### config.mk
export PLATFORM = sky130hd
export DESIGN_NAME = gmr_ksctrl
export DESIGN_NICKNAME = d
export VERILOG_FILES = /design/src/rtl/gmr_ksctrl.sv
export SDC_FILE = /design/constraint.sdc
export NUM_CORES = 1
export LEC_CHECK = 0
export ABC_AREA = 0
export CORE_MARGIN = 2
export CORE_UTILIZATION = 56
export DETAILED_ROUTE_END_ITERATION = 16
export PLACE_DENSITY = 0.86
export REMOVE_ABC_BUFFERS = 1
export SYNTH_ARGS = -nofsm -noshare
export SYNTH_HDL_FRONTEND = slang
export SYNTH_SLANG_ARGS = --single-unit
### constraint.sdc
create_clock -name i_clk -period 5.6 [get_ports i_clk]
set_input_delay 0.56 -clock i_clk [delete_from_list [all_inputs] [get_ports i_clk]]
set_output_delay 0.56 -clock i_clk [all_outputs]
set_load 0.02 [all_outputs]
### src/rtl/gmr_ksctrl.sv
// gmr_ksctrl: sequencing controller for a Massey-Rueppel keystream generator.
// It loads the seeds, discards a fixed warm-up, then packs keystream bits MSB-first
// into words. Each word is handed to the consumer over valid/ready. The generator
// is frozen while a word waits in HOLD.
`timescale 1ns/1ps
module gmr_ksctrl #(
  parameter int WORD_W = 8,
  parameter int WARMUP = 32,
  parameter int LEN_W  = 16
) (
  input  logic              i_clk,
  input  logic              i_rst,
  input  logic              i_start,
  input  logic              i_abort,
  input  logic [6:0]        i_seed_lfsrM,
  input  logic [12:0]       i_seed_lfsrL,
  input  logic [LEN_W-1:0]  i_len,
  output logic              o_busy,
  output logic              o_done,
  output logic              o_gen_load,
  output logic              o_gen_en,
  output logic [6:0]        o_gen_seed_lfsrM,
  output logic [12:0]       o_gen_seed_lfsrL,
  input  logic              i_keystream,
  output logic [WORD_W-1:0] o_data,
  output logic              o_valid,
  input  logic              i_ready
);

  localparam int BIT_W = $clog2(WORD_W);
  localparam logic [BIT_W-1:0] LAST_BIT = BIT_W'(WORD_W - 1);
  localparam bit HAS_WARMUP = (WARMUP > 0);
  localparam logic [15:0] WARM_LAST = HAS_WARMUP ? 16'(WARMUP - 1) : 16'd0;

  typedef enum logic [2:0] {ST_IDLE, ST_LOAD, ST_WARMUP, ST_RUN, ST_HOLD} state_t;

  state_t              state_reg, state_next;
  logic [6:0]          seed_m_reg;
  logic [12:0]         seed_l_reg;
  logic [LEN_W-1:0]    words_left_reg;
  logic [15:0]         warm_cnt_reg;
  logic [BIT_W-1:0]    bit_cnt_reg;
  logic [WORD_W-2:0]   shift_reg;   // the newest bit is appended outside, so W-1 bits suffice
  logic [WORD_W-1:0]   data_reg;
  logic                valid_reg;
  logic                done_reg;

  logic              abort_hit;
  logic              xfer;
  logic              word_end;
  logic              last_word;
  logic [WORD_W-1:0] word_next;

  assign abort_hit = i_abort && (state_reg != ST_IDLE);
  assign xfer      = (state_reg == ST_HOLD) && i_ready;
  assign word_end  = (state_reg == ST_RUN) && (bit_cnt_reg == LAST_BIT);
  assign last_word = (words_left_reg == LEN_W'(1));
  assign word_next = {shift_reg, i_keystream};

  assign o_gen_seed_lfsrM = seed_m_reg;
  assign o_gen_seed_lfsrL = seed_l_reg;
  assign o_data           = data_reg;
  assign o_valid          = valid_reg;
  assign o_done           = done_reg;

  // State register.
  always_ff @(posedge i_clk or negedge i_rst) begin
    if (!i_rst) state_reg <= ST_IDLE;
    else        state_reg <= state_next;
  end

  // Next-state logic and state-decoded generator controls. Abort has priority over everything.
  always_comb begin
    state_next = state_reg;
    o_busy     = (state_reg != ST_IDLE);
    o_gen_load = (state_reg == ST_LOAD);
    o_gen_en   = (state_reg == ST_WARMUP) || (state_reg == ST_RUN);
    case (state_reg)
      ST_IDLE:   if (i_start && (i_len != '0)) state_next = ST_LOAD;
      ST_LOAD:   state_next = HAS_WARMUP ? ST_WARMUP : ST_RUN;
      ST_WARMUP: if (warm_cnt_reg == 16'd0) state_next = ST_RUN;
      ST_RUN:    if (word_end) state_next = ST_HOLD;
      ST_HOLD:   if (xfer) state_next = last_word ? ST_IDLE : ST_RUN;
      default:   state_next = ST_IDLE;
    endcase
    if (abort_hit) state_next = ST_IDLE;
  end

  // Datapath: capture on start, warm-up count, bit packing and handshake bookkeeping.
  always_ff @(posedge i_clk or negedge i_rst) begin
    if (!i_rst) begin
      seed_m_reg     <= '0;
      seed_l_reg     <= '0;
      words_left_reg <= '0;
      warm_cnt_reg   <= '0;
      bit_cnt_reg    <= '0;
      shift_reg      <= '0;
      data_reg       <= '0;
      valid_reg      <= 1'b0;
      done_reg       <= 1'b0;
    end else begin
      done_reg <= 1'b0;
      case (state_reg)
        ST_IDLE: begin
          if (i_start) begin
            if (i_len == '0) begin
              done_reg <= 1'b1;
            end else begin
              // An all-zero seed would lock the LFSR, so force the LSB on.
              seed_m_reg     <= (i_seed_lfsrM == 7'd0)  ? 7'd1  : i_seed_lfsrM;
              seed_l_reg     <= (i_seed_lfsrL == 13'd0) ? 13'd1 : i_seed_lfsrL;
              words_left_reg <= i_len;
            end
          end
        end
        ST_LOAD: begin
          warm_cnt_reg <= WARM_LAST;
          bit_cnt_reg  <= '0;
        end
        ST_WARMUP: begin
          if (warm_cnt_reg != 16'd0) warm_cnt_reg <= warm_cnt_reg - 16'd1;
        end
        ST_RUN: begin
          shift_reg <= word_next[WORD_W-2:0];
          if (word_end) begin
            data_reg    <= word_next;
            valid_reg   <= 1'b1;
            bit_cnt_reg <= '0;
          end else begin
            bit_cnt_reg <= bit_cnt_reg + BIT_W'(1);
          end
        end
        ST_HOLD: begin
          if (xfer) begin
            valid_reg      <= 1'b0;
            words_left_reg <= words_left_reg - LEN_W'(1);
            if (last_word && !i_abort) done_reg <= 1'b1;
          end
        end
        default: ;
      endcase
      // An abort drops any pending or just-completed word.
      if (abort_hit) valid_reg <= 1'b0;
    end
  end

endmodule

==> key figures <==
Placement
  • I/O Buffers: 74
  • Dpl cell area: 4540 um2
  • Setup slack at placement: 2.84 ns
  • GPL Wtd Cong: 0.885
  • Dpl hpwl: 6430 um

Routing
  • Post-DR wirelength/cell: 17.3 um
  • DRT Pass-1 Iters: 4
  • DRC: 0
  • DR iter-0 viols: 185
  • Post-DR vias/cell: 6.05
  • ANT nets after route: 0
  • Final wirelength: 9220 um
  • Via count: 3233

Global routing
  • Largest net degree at the start of global routing: 76
  • GR Util All Layers: 0.269
  • First-pass GRT wire length: 15500 um
  • Initial antenna violation count: 0
  • Number of global-route vias before repair: 3223
  • GR Overflow Total: 0

Yosys
  • Syn avg cell area: 9.86 um2
  • Post-Synth XOR/XNOR Area: 0.0163
  • Asr flop ratio synth: 1.00
  • Mux contribution to synthesized area: 0.0638
  • Synth Area in Compound Gates: 0.133
  • Synth Area in Adders: 0.0166
  • Yosys warns: 0
  • Simple-Gate Fraction of Synth Area: 0.240
  • Combinational family with the most area after synthesis: simple AND/OR/NAND/NOR gates
  • FF+latch count, synth: 75
  • Register area share after synthesis: 0.498
  • Synth Flop Type: dfrtp_1
  • Cells after Synth: 382
  • Distinct cells, synth: 63
  • Number of synthesized flops with an enable pin: 0
  • Synthesized area: 3770 um2

Final layout
  • Antenna cells: 0
  • # fillers: 456
  • Multi-input gate area: 1770 um2
  • Fin nets: 499
  • Most frequent cells in the layout: 78 x nand2_1, 75 x dfrtp_1, 73 x clkdlybuf4s50_1
  • Commonest non-fill, non-tap cell in the layout: nand2_1
  • Layout area overhead: 25.2%
  • Register area: 1880 um2
  • Final instance area: 4720 um2
  • Layout cells sized above 1: 0.116

STA
  • Final-report setup violation count: 0
  • Slew HR: 0.372
  • Setup TNS: 0 ns
  • Peak Freq: 351 MHz
  • Hold Fails Final Rpt: 0
  • Minimum clock period: 2.85 ns
  • Fin crit share: 0.509
  • Slew Viols, Final: 0
  • Worst-Margin Slew: 0.942 ns
  • RSZ-0062 raised after global routing: no
  • PnR worst setup slack: 2.75 ns
  • Final Skew: 0.0162 ns

Setup path
  • Slowest cell on the critical path: clkdlybuf4s50_1
  • Crit path capture type: primary output
  • WP data required: 5.04 ns
  • Critical path peak fanout: 16
  • CP Class: flop to primary output
  • CP max stage delay: 0.70 ns
  • Crit-path cells: nand2_1 > inv_1 > clkdlybuf4s50_1
  • Crit path buf inv count: 2
  • Delay-heaviest family, CP: buffers and inverters
  • Crit start category: flop
  • Worst Path Arrival: 2.29 ns

CTS
  • Root Buffer Master: clkbuf_8
  • Longest Clk Path Bufs: 2
  • Clk Latency, worst-skew pair: 0.37 ns
  • Reg clk slew, reported paths: 0.09 ns
  • Post-CTS resize count: 0
  • CTS sink cnt: 75
  • CTS tree: built
  • Setup bufs post-CTS: 0
  • Cts hold-fix bufs: 0
  • # H-tree levels: 3
  • Num CTS Buffers: 9

Floorplanning
  • Die Width: 86.0 um
  • Top Ports: 75
  • Die area: 7400 um2
  • Effective utilization at floorplan: 0.587
  • # rows: 29
  • Core footprint: 6420 um2
  • Die H: 86.0 um

Pwr
  • Pwr per Cell Area: 449 nW/um2
  • Leakage: 2.05 nW
  • Peak VDD IR: 0.000360 V

Run status
  • Outcome: completed

Flow run
  • Max cap viols: 0

Worst hold path
  • HP Class: primary input to asynchronous set/reset pin
==> final timing paths <==
kind	startpoint	end	slack, ns	cells after the start
hold / removal	i_rst	o_gen_seed_lfsrL[10]	0.41	2
max in group asynchronous	i_rst	o_valid	4.58	2
min in group i_clk	o_gen_seed_lfsrL[7]	o_gen_seed_lfsrL[7]	0.48	2
setup reg to reg	state_reg[2]	words_left_reg[10]	3.16	5
setup / recovery	state_reg[0]	o_gen_load	2.75	3
hold reg to reg	o_gen_seed_lfsrL[7]	o_gen_seed_lfsrL[7]	0.48	2
==> where the power goes <==
part | internal [mW] | switching, mW | total [mW] | leakage, nW
sequential | 0.708 | 0.170 | 0.877 | 0.949
clock | 0.168 | 0.226 | 0.393 | 0.0886
combinational | 0.380 | 0.469 | 0.849 | 1.02
==> area by class of cell <==
| cell class | instances | area share |
|---|---|---|
| clock inverter | 7 | 0.0122 |
| inverter | 8 | 0.00637 |
| sequential | 75 | 0.398 |
| clock buffer | 9 | 0.0263 |
| timing repair buffer | 77 | 0.161 |
| multi-input combinational | 281 | 0.376 |
| tap | 77 | 0.0204 |
==> through the flow <==
stage	utilization	hold WS, ns	cells	power [mW]
3_3_place_gp	0.706	0.459	518	1.68
6_report	0.734	0.407	534	2.12
2_1_floorplan	-	0.264	364	1.36
5_1_grt	0.734	0.493	534	2.25
4_1_cts	0.734	0.447	534	2.12
3_5_place_dp	0.706	0.461	518	1.73
==> worst register-to-register path, stage by stage, from the launching register on <==
cell and delay [ns]:
dfrtp_1 0.60, nor3b_4 0.55, nand2_1 0.44, or3_1 0.51, o22ai_1 0.17, a31o_1 0.11
==> per-layer routing <==
metal / wire length, um / global-route usage / up-vias
met5: 0 / 0 / -
met4: 214 / 0.121 / 0
met3: 442 / 0.0693 / 17
met2: 4570 / 0.437 / 100
met1: 3990 / 0.340 / 1596
li1: - / - / 1520
==> cells in the mapped netlist (3+ instances only) <==
master | n | area, um2
nand2_1 | 78 | 293
dfrtp_1 | 75 | 1880
nor2_1 | 26 | 97.6
mux2_2 | 16 | 180
a21oi_1 | 13 | 65.1
nor3_1 | 12 | 60.1
nor4_1 | 12 | 75.1
nand3_1 | 11 | 55.1
o21ai_0 | 11 | 55.1
clkbuf_1 | 9 | 33.8
inv_1 | 8 | 30.0
mux2i_1 | 6 | 60.1
a31oi_1 | 5 | 31.3
buf_2 | 5 | 25.0
ha_1 | 5 | 62.6
o31ai_1 | 5 | 37.5
or3_1 | 5 | 31.3
or4_1 | 4 | 30.0
xnor2_1 | 4 | 35.0
a211oi_1 | 3 | 22.5
a32oi_1 | 3 | 26.3
nand4_1 | 3 | 18.8
o211ai_1 | 3 | 22.5
o21a_1 | 3 | 22.5
o21ai_1 | 3 | 15.0
xor2_1 | 3 | 26.3
==> logic make-up after synthesis <==
| kind of cell | Yosys count |
|---|---|
| AO/OA/AOI/OAI | 72 |
| XOR/XNOR | 7 |
| adder cells (fa/ha/maj) | 5 |
| buffers and inverters | 26 |
| flip-flops | 75 |
| multiplexers | 22 |
| AND/OR/NAND/NOR | 175 |
Note: power is estimated with default switching activity, not from simulation.
==> edit (same settings) <==
Change the parameter `LEN_W` from 16 to 32.
--- a/src/rtl/gmr_ksctrl.sv
+++ b/src/rtl/gmr_ksctrl.sv
@@ -8,3 +8,3 @@
   parameter int WARMUP = 32,
-  parameter int LEN_W  = 16
+  parameter int LEN_W  = 32
 ) (
Ports: changed (resized i_len); port bits go from 75 to 91. The function was not compared with the original's and may differ.
==> edit against the original RTL <==
- sequential share of layout area is 1.2 points lower
- non-clock buffer count is 16 higher
- synthesized area is 26% higher
- critical path depth is 3 higher
- via count is 30% higher
- sequential power is 24% higher
- routed wire length is 22% higher
- clock power is 19% higher
- sequential cell count is 16 higher
- count of clock-buffer cells in the layout is 1 higher
- design area is 25% higher
- worst setup slack worse by 0.24 ns
- power is 17% higher
- critical endpoint is now words_left_reg[10]
==> edit: results (changes against the original RTL) <==
Place WS 2.11 ns (-0.725 ns); post-CTS sizing 0 (unchanged); share of post-route cells with drive strength above 1 11.1% (-0.54 points); fill count 602 (+32%); All-Layer GR Usage 25.4% (-1.5 points); H-Tree Depth 3 (unchanged); R2R depth 6 (+1); RePlAce Congestion 0.910 (+2.8%); vias in the first global route 3910 (+21%); antenna violations before repair 0 (unchanged); clk_lat worst skew 0.36 ns; post-CTS setup buffers 0 (unchanged); Clock Skew 0.00741 ns (-0.00878 ns); ANT cells 0 (unchanged); reg-to-reg startpoint words_left_reg[12]; commonest cells in the netlist dfrtp_1, a21oi_1, nor2_1, o21ai_0, nand2_1; total power draw 2.48 mW (+17%); Nets 638 (+28%); Netlist cell types 54 (-14%); Worst setup endpoint words_left_reg[10]; dpl cell area 0.00569 mm² (+25%); post-synthesis adder-cell area fraction 1.58% (-0.078 points); routed len/inst 16.4 µm (-4.9%); Setup crit start i_len[3]; multiplexer share of the synthesized area 8.49% (+2.1 points); R2R setup slack 2.72 ns (-0.44 ns); Critical Path AT 3.27 ns (+0.98 ns); Starting DRT DRC Count 298 (+61%); outcome finished, final reports clean; Synth Area in XOR/XNOR 2.03% (+0.40 points); largest cells by area after synthesis dfrtp_1, mux2_2, a21oi_1; first-pass GRT wire length 18200 µm (+18%); via count 4218 (+30%); drt first pass iters 5 (+1); Clock Pin Slew Worst Setup and Hold Paths 0.09 ns (about the same); Lkg Pwr 2.32 nW (+13%); VDD IR max 240 µV (-33%); number of remaining DRC errors 0 (unchanged); DP Wirelength 8010 µm (+25%); port buffer count 90 (+22%); CP max FO 36 (+20); Compound-Gate Fraction of Synth Area 16.7% (+3.4 points); fin util 71.7% (-1.7 points); Worst Hold Class in2async; Worst slew margin 11.5% (-26 points); largest net degree at the start of global routing 92 (+21%); fmax 0.324 GHz (-7.7%); Worst R2R End words_left_reg[29]; max reg flops 32; CTS Root Cell clkbuf_8; fraction of the yosys area taken by sequential cells 48.0% (-1.8 points)
[edit: worst max-delay path, stage by stage]
cell and delay (ns):
clkdlybuf4s50_1 0.42, nor4_1 0.32, nand2_1 0.11, or4_1 0.58
a21oi_2 1.00, o21ai_0 0.28
[edit: kinds of logic after synthesis]
kind of cell,Yosys count
buffers and inverters,38
multiplexers,36
flip-flops,91
AND/OR/NAND/NOR,181
XOR/XNOR,11
AO/OA/AOI/OAI,134
adder cells (fa/ha/maj),6
[edit: layer usage]
layer	vias to the layer above	GRT usage, %	share of wire (%)
met1	2021	33.6	42
met3	25	6.50	8.2
li1	1998	-	-
met5	-	0	0
met4	0	9.05	1.8
met2	174	40.8	48
[edit: cell type report]
type                    count  share of cell area (%)
well taps                 105                    2.23
repair buffers             93                    15.6
clock inverters             6                    1.21
clock buffers              10                    2.33
multi-input cells         368                    39.3
inverters                  11                   0.700
flip-flops and latches     91                    38.6
[edit: power by group]
part | internal (mW) | total (mW) | switching, mW
sequential | 0.886 | 1.09 | 0.208
combinational | 0.438 | 0.924 | 0.486
clock | 0.222 | 0.467 | 0.244
total | 1.55 | 2.48 | 0.938
[edit: per-stage QoR]
step	hold WS [ns]	cells
5_1_grt	0.502	684
3_5_place_dp	0.477	668
3_3_place_gp	0.471	668
4_1_cts	0.451	684
2_1_floorplan	0.264	470
6_report	0.395	684
